**src/rtl/dsram_axi_adapter_pkg.sv**
```systemverilog
// dsram_axi_adapter_pkg: FSM encoding and AXI constants shared by
// the data-SRAM to AXI4 adapter.
package dsram_axi_adapter_pkg;

  typedef enum logic [2:0] {
    IDLE  = 3'd0,
    RD_A  = 3'd1,
    RD_D  = 3'd2,
    WR_AW = 3'd3,
    WR_B  = 3'd4
  } state_e;

  localparam logic [1:0] BURST_INCR = 2'b01;
  localparam logic [1:0] RESP_OKAY  = 2'b00;

  localparam logic [1:0] SIZE_BYTE = 2'd0;
  localparam logic [1:0] SIZE_HALF = 2'd1;
  localparam logic [1:0] SIZE_WORD = 2'd2;

  localparam logic [31:0] DEAD_BEEF = 32'hDEAD_BEEF;

  localparam int TIMEOUT_CYC = 255;

endpackage

```
**src/rtl/dsram_axi_adapter.sv**
```systemverilog
// dsram_axi_adapter: SRAM-like data port to single-beat AXI4 master.
// Define DSRAM_TIMEOUT_EN to abort responses that never arrive.
module dsram_axi_adapter
  import dsram_axi_adapter_pkg::*;
#(
  parameter logic [3:0] AXI_ID = 4'd1
) (
  input  logic        clk,
  input  logic        rst,
  input  logic        data_req,
  input  logic        data_wr,
  input  logic [1:0]  data_size,
  input  logic [31:0] data_addr,
  input  logic [3:0]  data_wstrb,
  input  logic [31:0] data_wdata,
  output logic        data_addr_ok,
  output logic        data_data_ok,
  output logic [31:0] data_rdata,
  output logic [3:0]  arid,
  output logic [31:0] araddr,
  output logic [7:0]  arlen,
  output logic [2:0]  arsize,
  output logic [1:0]  arburst,
  output logic        arvalid,
  input  logic        arready,
  input  logic [31:0] rdata,
  input  logic [1:0]  rresp,
  input  logic        rlast,
  input  logic        rvalid,
  output logic        rready,
  output logic [3:0]  awid,
  output logic [31:0] awaddr,
  output logic [7:0]  awlen,
  output logic [2:0]  awsize,
  output logic [1:0]  awburst,
  output logic        awvalid,
  input  logic        awready,
  output logic [31:0] wdata,
  output logic [3:0]  wstrb,
  output logic        wlast,
  output logic        wvalid,
  input  logic        wready,
  input  logic [1:0]  bresp,
  input  logic        bvalid,
  output logic        bready,
  output logic        err
);

  state_e      state_q, state_d;
  logic [31:0] addr_q, addr_d;
  logic [1:0]  size_q, size_d;
  logic [3:0]  wstrb_q, wstrb_d;
  logic [31:0] wdata_q, wdata_d;
  logic [31:0] rdata_q, rdata_d;
  logic        arvalid_q, arvalid_d;
  logic        awvalid_q, awvalid_d;
  logic        wvalid_q, wvalid_d;
  logic        rready_q, rready_d;
  logic        bready_q, bready_d;
  logic        aw_done_q, aw_done_d;
  logic        w_done_q, w_done_d;
  logic        ok_q, ok_d;
  logic        err_q, err_d;
  logic        accept;
  logic        tmo;
  logic        unused_rlast;

  // Single-beat bursts: last is implied by the response itself.
  assign unused_rlast = rlast;

  assign accept = data_req & (state_q == IDLE) & ~rst;

`ifdef DSRAM_TIMEOUT_EN
  logic [7:0] cnt_q, cnt_d;
  logic       waiting;

  assign waiting = (state_q == RD_D) | (state_q == WR_B);
  assign cnt_d   = waiting ? cnt_q + 8'd1 : 8'd0;
  assign tmo     = waiting & (cnt_q == 8'(TIMEOUT_CYC - 1));

  always_ff @(posedge clk or posedge rst) begin
    if (rst) cnt_q <= '0;
    else     cnt_q <= cnt_d;
  end
`else
  assign tmo = 1'b0;
`endif

  always_comb begin
    state_d   = state_q;
    addr_d    = addr_q;
    size_d    = size_q;
    wstrb_d   = wstrb_q;
    wdata_d   = wdata_q;
    rdata_d   = rdata_q;
    arvalid_d = arvalid_q;
    awvalid_d = awvalid_q;
    wvalid_d  = wvalid_q;
    rready_d  = rready_q;
    bready_d  = bready_q;
    aw_done_d = aw_done_q;
    w_done_d  = w_done_q;
    ok_d      = 1'b0;
    err_d     = err_q;
    unique case (state_q)
      IDLE: begin
        if (accept) begin
          addr_d  = data_addr;
          size_d  = data_size;
          wstrb_d = data_wstrb;
          wdata_d = data_wdata;
          if (data_wr) begin
            state_d   = WR_AW;
            awvalid_d = 1'b1;
            wvalid_d  = 1'b1;
            aw_done_d = 1'b0;
            w_done_d  = 1'b0;
          end else begin
            state_d   = RD_A;
            arvalid_d = 1'b1;
          end
        end
      end
      RD_A: begin
        if (arready) begin
          arvalid_d = 1'b0;
          rready_d  = 1'b1;
          state_d   = RD_D;
        end
      end
      RD_D: begin
        if (rvalid) begin
          rdata_d  = rdata;
          ok_d     = 1'b1;
          err_d    = err_q | (rresp != RESP_OKAY);
          rready_d = 1'b0;
          state_d  = IDLE;
        end else if (tmo) begin
          rdata_d  = DEAD_BEEF;
          ok_d     = 1'b1;
          err_d    = 1'b1;
          rready_d = 1'b0;
          state_d  = IDLE;
        end
      end
      WR_AW: begin
        // Address and data channels retire independently.
        aw_done_d = aw_done_q | (awvalid_q & awready);
        w_done_d  = w_done_q | (wvalid_q & wready);
        awvalid_d = awvalid_q & ~awready;
        wvalid_d  = wvalid_q & ~wready;
        if (aw_done_d & w_done_d) begin
          bready_d = 1'b1;
          state_d  = WR_B;
        end
      end
      WR_B: begin
        if (bvalid || tmo) begin
          ok_d     = 1'b1;
          err_d    = err_q | tmo | (bresp != RESP_OKAY);
          bready_d = 1'b0;
          state_d  = IDLE;
        end
      end
      default: state_d = IDLE;
    endcase
  end

  always_ff @(posedge clk or posedge rst) begin
    if (rst) begin
      state_q   <= IDLE;
      addr_q    <= '0;
      size_q    <= '0;
      wstrb_q   <= '0;
      wdata_q   <= '0;
      rdata_q   <= '0;
      arvalid_q <= 1'b0;
      awvalid_q <= 1'b0;
      wvalid_q  <= 1'b0;
      rready_q  <= 1'b0;
      bready_q  <= 1'b0;
      aw_done_q <= 1'b0;
      w_done_q  <= 1'b0;
      ok_q      <= 1'b0;
      err_q     <= 1'b0;
    end else begin
      state_q   <= state_d;
      addr_q    <= addr_d;
      size_q    <= size_d;
      wstrb_q   <= wstrb_d;
      wdata_q   <= wdata_d;
      rdata_q   <= rdata_d;
      arvalid_q <= arvalid_d;
      awvalid_q <= awvalid_d;
      wvalid_q  <= wvalid_d;
      rready_q  <= rready_d;
      bready_q  <= bready_d;
      aw_done_q <= aw_done_d;
      w_done_q  <= w_done_d;
      ok_q      <= ok_d;
      err_q     <= err_d;
    end
  end

  assign data_addr_ok = accept;
  assign data_data_ok = ok_q;
  assign data_rdata   = rdata_q;
  assign err          = err_q;

  assign arid    = AXI_ID;
  assign araddr  = addr_q;
  assign arlen   = 8'd0;
  assign arsize  = {1'b0, size_q};
  assign arburst = BURST_INCR;
  assign arvalid = arvalid_q;
  assign rready  = rready_q;

  assign awid    = AXI_ID;
  assign awaddr  = addr_q;
  assign awlen   = 8'd0;
  assign awsize  = {1'b0, size_q};
  assign awburst = BURST_INCR;
  assign awvalid = awvalid_q;

  assign wdata  = wdata_q;
  assign wstrb  = wstrb_q;
  assign wlast  = 1'b1;
  assign wvalid = wvalid_q;
  assign bready = bready_q;

endmodule
```
**config.mk**
```make
export PLATFORM = sky130hd
export DESIGN_NAME = dsram_axi_adapter
export DESIGN_NICKNAME = d
export VERILOG_FILES = /design/src/rtl/dsram_axi_adapter_pkg.sv /design/src/rtl/dsram_axi_adapter.sv
export SDC_FILE = /design/constraint.sdc
export NUM_CORES = 1
export LEC_CHECK = 0
export ABC_AREA = 1
export ABC_CLOCK_PERIOD_IN_PS = 6300
export BUFFER_PORTS_ARGS = -buffer_cell sky130_fd_sc_hd__buf_2
export CORE_AREA = 2 2 114 116
export DETAILED_ROUTE_END_ITERATION = 7
export DIE_AREA = 0 0 116 118
export HOLD_SLACK_MARGIN = 0.15
export PLACE_DENSITY = 0.74
export SETUP_SLACK_MARGIN = 0.15
export SLEW_MARGIN = 20
export SYNTH_ARGS = -nofsm -noshare
export SYNTH_HDL_FRONTEND = slang
export SYNTH_SLANG_ARGS = --single-unit
```
**constraint.sdc**
```tcl
create_clock -name clk -period 6.3 [get_ports clk]
set_input_delay 0.63 -clock clk [delete_from_list [all_inputs] [get_ports clk]]
set_output_delay 0.63 -clock clk [all_outputs]
set_load 0.005 [all_outputs]
```
# [After elaboration in Yosys (flattened, before gate mapping)]
# Index checks and enable logic that the tools add are counted.
[word_totals] inputBits=116 out_inout_bits=175 regBits=114 elab_cells=87
[classes] n_eq_ne=11 mux=31 bitwise_logic=14 reduce_logical=16
[op_table] operator="$pmux 1 s2" n=9
[op_table] operator="$mux 1" n=15
[op_table] operator="$mux 3" n=5
[op_table] operator="$pmux 3 s5" n=1
[op_table] operator="$ne 2x2->1 const B" n=7
[op_table] operator="$reduce_bool 2->1" n=7
[op_table] operator="$reduce_and 3->1" n=4
[op_table] operator="$and 1x1->1" n=7
[op_table] operator="$eq 3x2->1 const B" n=2
[op_table] operator="$reduce_and 5->1" n=1
[op_table] operator="$or 1x1->1" n=4
[op_table] operator="$reduce_and 2->1" n=2
[op_table] operator="$reduce_and 4->1" n=1
[op_table] operator="$eq 3x1->1 const B" n=1
[op_table] operator="$eq 3x3->1 const B" n=1
[op_table] operator="$logic_not 3->1" n=1
[op_table] operator="$not 1->1" n=3
[op_table] operator="$mux 2" n=1

# [Longest topological paths before layout]
# Gate-level depths: netlist of the first run.
[logic_depth] depth_word=5 mapped_depth=8 ltp_nobuf=8

# [Worst setup path after synthesis of the first run]
# No wires, ideal clock.
[synth_path] path_type="input-to-output" from="input port rst" to="output port data_addr_ok" t_required_ps=5670 stages=4 t_arrival_ps=3932 slack_ps=1738 n_path_buf=1 path_cell_list="inv_1 > nand2_1 > nor2_4 > buf_2"
[synth_between] elab_chain_len=2
[synth_rtl] item="start, declared" line_no="dsram_axi_adapter.sv:9" source="input logic rst,"
[synth_rtl] item="$not 1->1" line_no="dsram_axi_adapter.sv:71" source="assign accept = data_req & (state_q == IDLE) & ~rst;"
[synth_rtl] item="$and 1x1->1" line_no="dsram_axi_adapter.sv:71"
[synth_rtl] item="end, declared" line_no="dsram_axi_adapter.sv:16" source="output logic data_addr_ok,"
# No other way between the ends.

# [Worst setup path after layout of the first run]
# Ends and elaborated chain as after synthesis.

==> metrics.txt, run 1 <==
fin nets about 850; Yosys reg bits around 110; fillers ~1100; final setup fails 0; post-CTS sizing 0; Hold Violations, Final 0; Critical Path Start Type primary input; pwr dens between 500 and 600 mW/mm^2; antenna fix cells 0; CTS tree built; fin crit period about 3100 ps; Place WS roughly 3100 ps; global-route wire length before repair 18300 microns; multi-input logic area 0.00155 sq mm; post-route setup TNS 0 ps; initial antenna violation count 1; CTS Buf Count 17; Reg-to-Reg End data_rdata[20]$_DFFE_PP0P_; Final period util roughly half; # DRC 0; fmax 318 MHz; Chip Height 118 microns; RePlAce Congestion around 0.76; DP Cell Count 888; MaxCap Viol Count 0; Reg clk slew, reported paths ~50 ps; Post-synth EDFFs 0; Cell variety after synth 20; Max FO, Critical Path around 70; Setup Crit Path Kind in -> out; clock root buffer clkbuf_16; CP Capture Type primary output; outcome completed; static leakage ~3.8 nW; critical-path cell list buf_2, inv_4, nand2_1, nor2_4, buf_4, buf_2; Largest stage delay, worst path approximately 600 ps; Reg area roughly 0.0029 sq mm; Synth top cells by count 232 x nand2_1, 114 x dfrtp_1, 68 x buf_4; postcts setup bufs 0; Ports around 290; drt first-iter violations around 240; Slew HR between 40% and 50%; area of the core 0.0124 sq mm; R2R setup slack about 4300 ps; Slew @ Worst Pin 876 ps; crit path capture data_addr_ok; Max stage delay cell, worst path buf_4; DR WL/cell 12.5 microns; RSZ-0062 raised after global routing false; Mapped Avg Cell Area between 9 and 10 sq um; CP Buf/Inv Count 4; Reg2Reg Depth 4; area delta synth->final 35.3%; Hold-fix buffers, CTS 0; Initial Utilization about two fifths; total die area about 0.014 sq mm; drt total wl roughly 11000 microns; setup slack after layout 3160 ps; Post-Syn Area between 0.004 and 0.005 sq mm; Buffers on Ports 258; post-synth top area share 58.0%; layout cells sized above 1 40.5%; most used cell, CP buf_2; row count 41; CP top delay family buffers and inverters; Horiz. Die Dim approximately 120 microns; final cell count without fillers 920; number of global-route vias before repair 3717; H-tree Lvls 4; Post-Syn Instances slightly above 500; Skew-Pair Late Insertion Delay around 400 ps; Stages on worst setup path 6; worst path arrival time ~2500 ps; maximum VDD drop between 0.0002 and 0.00025 V; Vias 3905; Clock Sinks ~110; dominant cell type by area after synthesis dfrtp_1; post-DR vias/cell 4.24; top-count cell post-synth nand2_1; top cells by area, synth dfrtp_1 58%, nand2_1 18%, buf_4 10%, mux2_1 6.6%, buf_2 1.4%; reg2reg start state_q[1]$_DFFE_PP0P_; Pins Over Slew Limit 0; clock skew 6.39 ps; DRT Pass-1 Iters 4; final antenna-violating net count 0; dpl hpwl around 8200 microns; Synthesis Warnings 0; grt ovf 0; Seq/Total Area, Yosys about three fifths; crit path from rst; largest net degree at the start of global routing 72; top_reg_cell synth dfrtp_1; CTS max path bufs 2; gr usage total 17.1%; Data required, critical path ~5700 ps; Hold WC Path Type in -> async; FFs w/ async S/R, synth between 90% and 100%
## where the power goes
| part | switching [W] | total (W) | internal [W] |
|---|---|---|---|
| Sequential | 0.000208 | 0.00129 | 0.00108 |
| Clock | 0.000340 | 0.00109 | 0.000753 |
| Combinational | 0.000525 | 0.00104 | 0.000511 |
| Total | 0.00107 | 0.00342 | 0.00235 |
## layer usage
layer  vias up  wire length (microns)  track usage (%)
li1       1938                      -                -
met1      1787                   4920             21.2
met2       170                   5560             28.0
met3         8                    927             5.82
met4         2                     68             5.36
met5         -                     17                0
## metrics by stage
step                      hold WS, ps  util, %  power, W  cell area [sq um]
after floorplan                   444        -   0.00192               5030
after global placement            445     48.1   0.00232               5980
after detailed placement          453     48.1   0.00236               5980
after CTS                         353     53.6   0.00347               6650
after global routing              381     53.6   0.00368               6650
final                             325     53.6   0.00342               6650
## kinds of logic (layout without fill, tap and decap cells)
family	after synthesis	after routing	synth area share, %
muxes	32	32	7.33
other	2	31	0.153
buffers and inverters	94	305	12.7
DFF	114	114	58.0
and+or+nand+nor	252	252	20.1
AOI/OAI and AO/OA	14	14	1.73
## state kept, by name, summed over array words and instances, names as in the netlist
name / cells
state_q: 3
wdata: 32
aw_done_q: 1
size_q: 2
rready: 1
wvalid: 1
awvalid: 1
araddr: 32
err: 1
bready: 1
w_done_q: 1
data_rdata: 32
arvalid: 1
wstrb: 4
data_data_ok: 1
## area by class of cell
class                           instances  share of cell area (%)
Clock inverter                         13                    3.48
Timing Repair Buffer                  261                    19.8
Clock buffer                           19                    6.66
Inverter                               12                   0.715
Tap cell                              172                    3.24
Multi-Input combinational cell        329                    23.3
Sequential cell                       114                    42.9
## worst min-delay path by stage
stage,start,end,slack [ps]
6_report,rst,data_rdata[21]$_DFFE_PP0P_,330
5_1_grt,rst,data_rdata[15]$_DFFE_PP0P_,380
4_1_cts,rst,data_rdata[21]$_DFFE_PP0P_,350
3_5_place_dp,err$_DFFE_PP0P_,err$_DFFE_PP0P_,450
3_3_place_gp,err$_DFFE_PP0P_,err$_DFFE_PP0P_,440
2_1_floorplan,aw_done_q$_DFFE_PP0P_,aw_done_q$_DFFE_PP0P_,440
## cell usage in the layout, fill, tap and decap left out, types with 3 or more instances in the layout
cell type / synthesis / layout
inv_2: 3 / 3
nand2_1: 232 / 232
dfrtp_1: 114 / 114
conb_1: 2 / 31
buf_4: 68 / 3
mux2_2: 3 / 3
bufinv_16: 0 / 6
nand3_1: 7 / 7
buf_2: 14 / 258
o21ai_0: 6 / 6
a21o_1: 4 / 4
clkbuf_16: 0 / 17
inv_1: 9 / 8
mux2_1: 29 / 29
nor2_1: 7 / 7
## worst reg2reg max path, delay by kind of cell (launching register included)
kind	cells	cell delay (ps)
flops	1	440
mux	1	620
simple gates	2	780
buf+inv	1	80
Note: power is estimated with default switching activity, not from simulation.
==> run 2, diff against run 1 <==
--- a/config.mk
+++ b/config.mk
@@ -6,13 +6,12 @@
 export NUM_CORES = 1
 export LEC_CHECK = 0
 export ABC_AREA = 1
-export ABC_CLOCK_PERIOD_IN_PS = 6300
+export ABC_CLOCK_PERIOD_IN_PS = 2700
 export BUFFER_PORTS_ARGS = -buffer_cell sky130_fd_sc_hd__buf_2
-export CORE_AREA = 2 2 114 116
+export CORE_UTILIZATION = 39
 export DETAILED_ROUTE_END_ITERATION = 7
-export DIE_AREA = 0 0 116 118
 export HOLD_SLACK_MARGIN = 0.15
-export PLACE_DENSITY = 0.74
+export PLACE_DENSITY = 0.76
 export SETUP_SLACK_MARGIN = 0.15
 export SLEW_MARGIN = 20
 export SYNTH_ARGS = -nofsm -noshare
==> constraint.sdc (replaced) <==
create_clock -name clk -period 2.7 [get_ports clk]
set_input_delay 0.27 -clock clk [delete_from_list [all_inputs] [get_ports clk]]
set_output_delay 0.27 -clock clk [all_outputs]
set_load 0.005 [all_outputs]
==> run 2 against run 1 <==
Net effect: sequential share of layout area shrank 5.3 points; critical endpoint unchanged; count of clock-buffer cells in the layout grew 8; core utilization grew 8.8 points; die area shrank 4.6%; largest power group unchanged; global-route usage grew 5.1 points; worst hold slack lost 150 ps; non-clock buffer count grew 106.
==> metrics.txt, run 2 (synthesis results as in run 1) <==
Slew @ Worst Pin around 900 ps; post-DR vias/cell about 4.4; Final period util between 80% and 90%; Max stage delay cell, worst path dfrtp_1; reg2reg start state_q[1]$_DFFE_PP0P_; RSZ-0062 raised after global routing false; DP Cell Count 887; gr usage total between 20% and 30%; DRT Pass-1 Iters 4; CP Capture Type primary output; Clock Sinks between 100 and 150; Hold Violations, Final 0; Initial Utilization between 40 and 50%; fin nets ~960; crit path from state_q[1]$_DFFE_PP0P_; Reg clk slew, reported paths 50 ps; worst hold path startpoint wready; MaxCap Viol Count 0; CTS Buf Count 17; fillers between 900 and 1000; outcome completed; initial antenna violation count 0; CTS max path bufs 2; layout cells sized above 1 between 30% and 40%; # DRC 0; fin crit period between 2000 and 2500 ps; grt ovf 0; Data required, critical path ~2400 ps; commonest non-fill, non-tap cells in the layout 258 x buf_2, 232 x nand2_1, 114 x dfrtp_1; Largest stage delay, worst path 440 ps; total die area between 0.01 and 0.015 sq mm; Chip Height about 110 microns; top routing layer used met4; maximum VDD drop between 0.0007 and 0.0008 V; largest net degree at the start of global routing between 70 and 80; final setup fails 0; static leakage about 4.2 nW; Total Power between 0.007 and 0.008 W; row count 40; Ports 291; commonest non-fill, non-tap cell in the layout buf_2; drt total wl between 10000 and 15000 microns; dpl hpwl between 8000 and 9000 microns; Skew-Pair Late Insertion Delay 400 ps; clock root buffer clkbuf_16; Horiz. Die Dim between 100 and 150 microns; CTS tree built; fmax between 400 and 500 MHz; area delta synth->final 54.3%; DR WL/cell around 14 microns; Setup Crit Path Kind reg -> out; critical-path cell list nor2_1, nand2_1, nor2_4, buf_6, buf_2; final antenna-violating net count 0; pwr dens 1020 mW/mm^2; number of global-route vias before repair 4536; Vias about 4500; Pins Over Slew Limit 0; RePlAce Congestion roughly 0.84; Max FO, Critical Path 71; H-tree Lvls 4; worst path arrival time just over 2000 ps; drt first-iter violations approximately 290; DR WL met2 around 7400 microns; Slew HR 38.7%; Buffers on Ports 258; final cell count without fillers just over 1000; Critical Path Start Type flip-flop; clock skew ~11 ps; Hold WC Path Type in -> reg; area of the core around 0.012 sq mm; global-route wire length before repair 22100 microns; DR WL met3 between 900 and 1000 microns; M1 WL ~5600 microns
run 2: cell count changes in the layout (fill, tap and decap cells not counted):
cell,change
dlygate4sd3_1,+103
clkinv_2,+2
clkinv_4,-2
inv_4,-1
clkbuf_1,+5
bufinv_16,-5
clkbuf_8,+3
inv_6,-1
buf_6,+1
clkinvlp_4,-1
buf_4,+2
diode_2,+1
run 2: power by group:
group / internal (W) / leakage [nW] / switching (W)
clock: 0.00136 / 0.275 / 0.000707
combinational: 0.00130 / 2.56 / 0.00131
sequential: 0.00253 / 1.39 / 0.000526
run 2: layer usage:
layer	global-route usage (%)	vias up
li1	-	2151
met1	23.6	2123
met2	40.8	217
met3	6.78	17
met4	8.74	0
met5	0	-
run 2: repair_timing:
action,in CTS,in global routing
setup endpoints to repair,0,1
hold buffers,103,0
endpoints found under the hold margin,149,0
buffers inserted,0,0
resized for setup,0,1
run 2: final cells by class:
type | count | area (sq um) | share of cell area [%]
clock buffers | 27 | 503 | 6.63
clock inverters | 5 | 50.0 | 0.660
well taps | 168 | 210 | 2.77
inverters | 12 | 48.8 | 0.643
diodes | 1 | 2.50 | 0.0330
multi-input cells | 329 | 1550 | 20.4
flip-flops and latches | 114 | 2850 | 37.6
repair buffers | 367 | 2370 | 31.3
run 2: per-stage QoR:
step	TNS, ps	setup slack, ps	hold WS, ps	cell area (sq um)	util, %
floorplan	-8960	-127	387	5030	-
global placement	0	662	436	6000	49.3
detailed placement	0	643	444	6000	49.3
CTS	0	206	157	7580	62.3
global route	0	259	187	7580	62.4
finish	0	397	176	7590	62.4
run 2: worst max-delay path, delay by kind of cell, from the launching register on:
| family | cells | cell delay (ps) |
|---|---|---|
| flops | 1 | 440 |
| simple gates | 3 | 510 |
| buf+inv | 2 | 620 |
run 2: final timing paths:
path	endpoint	slack (ps)	cells past startpoint
setup / recovery	data_addr_ok	400	5
hold / removal	wvalid$_DFFE_PP0P_	180	3
setup reg to reg	size_q[0]$_DFFE_PP0P_	770	7
hold reg to reg	err$_DFFE_PP0P_	450	1
max in group asynchronous	wdata[11]$_DFFE_PP0P_	780	5
min in group asynchronous	araddr[0]$_DFFE_PP0P_	640	4
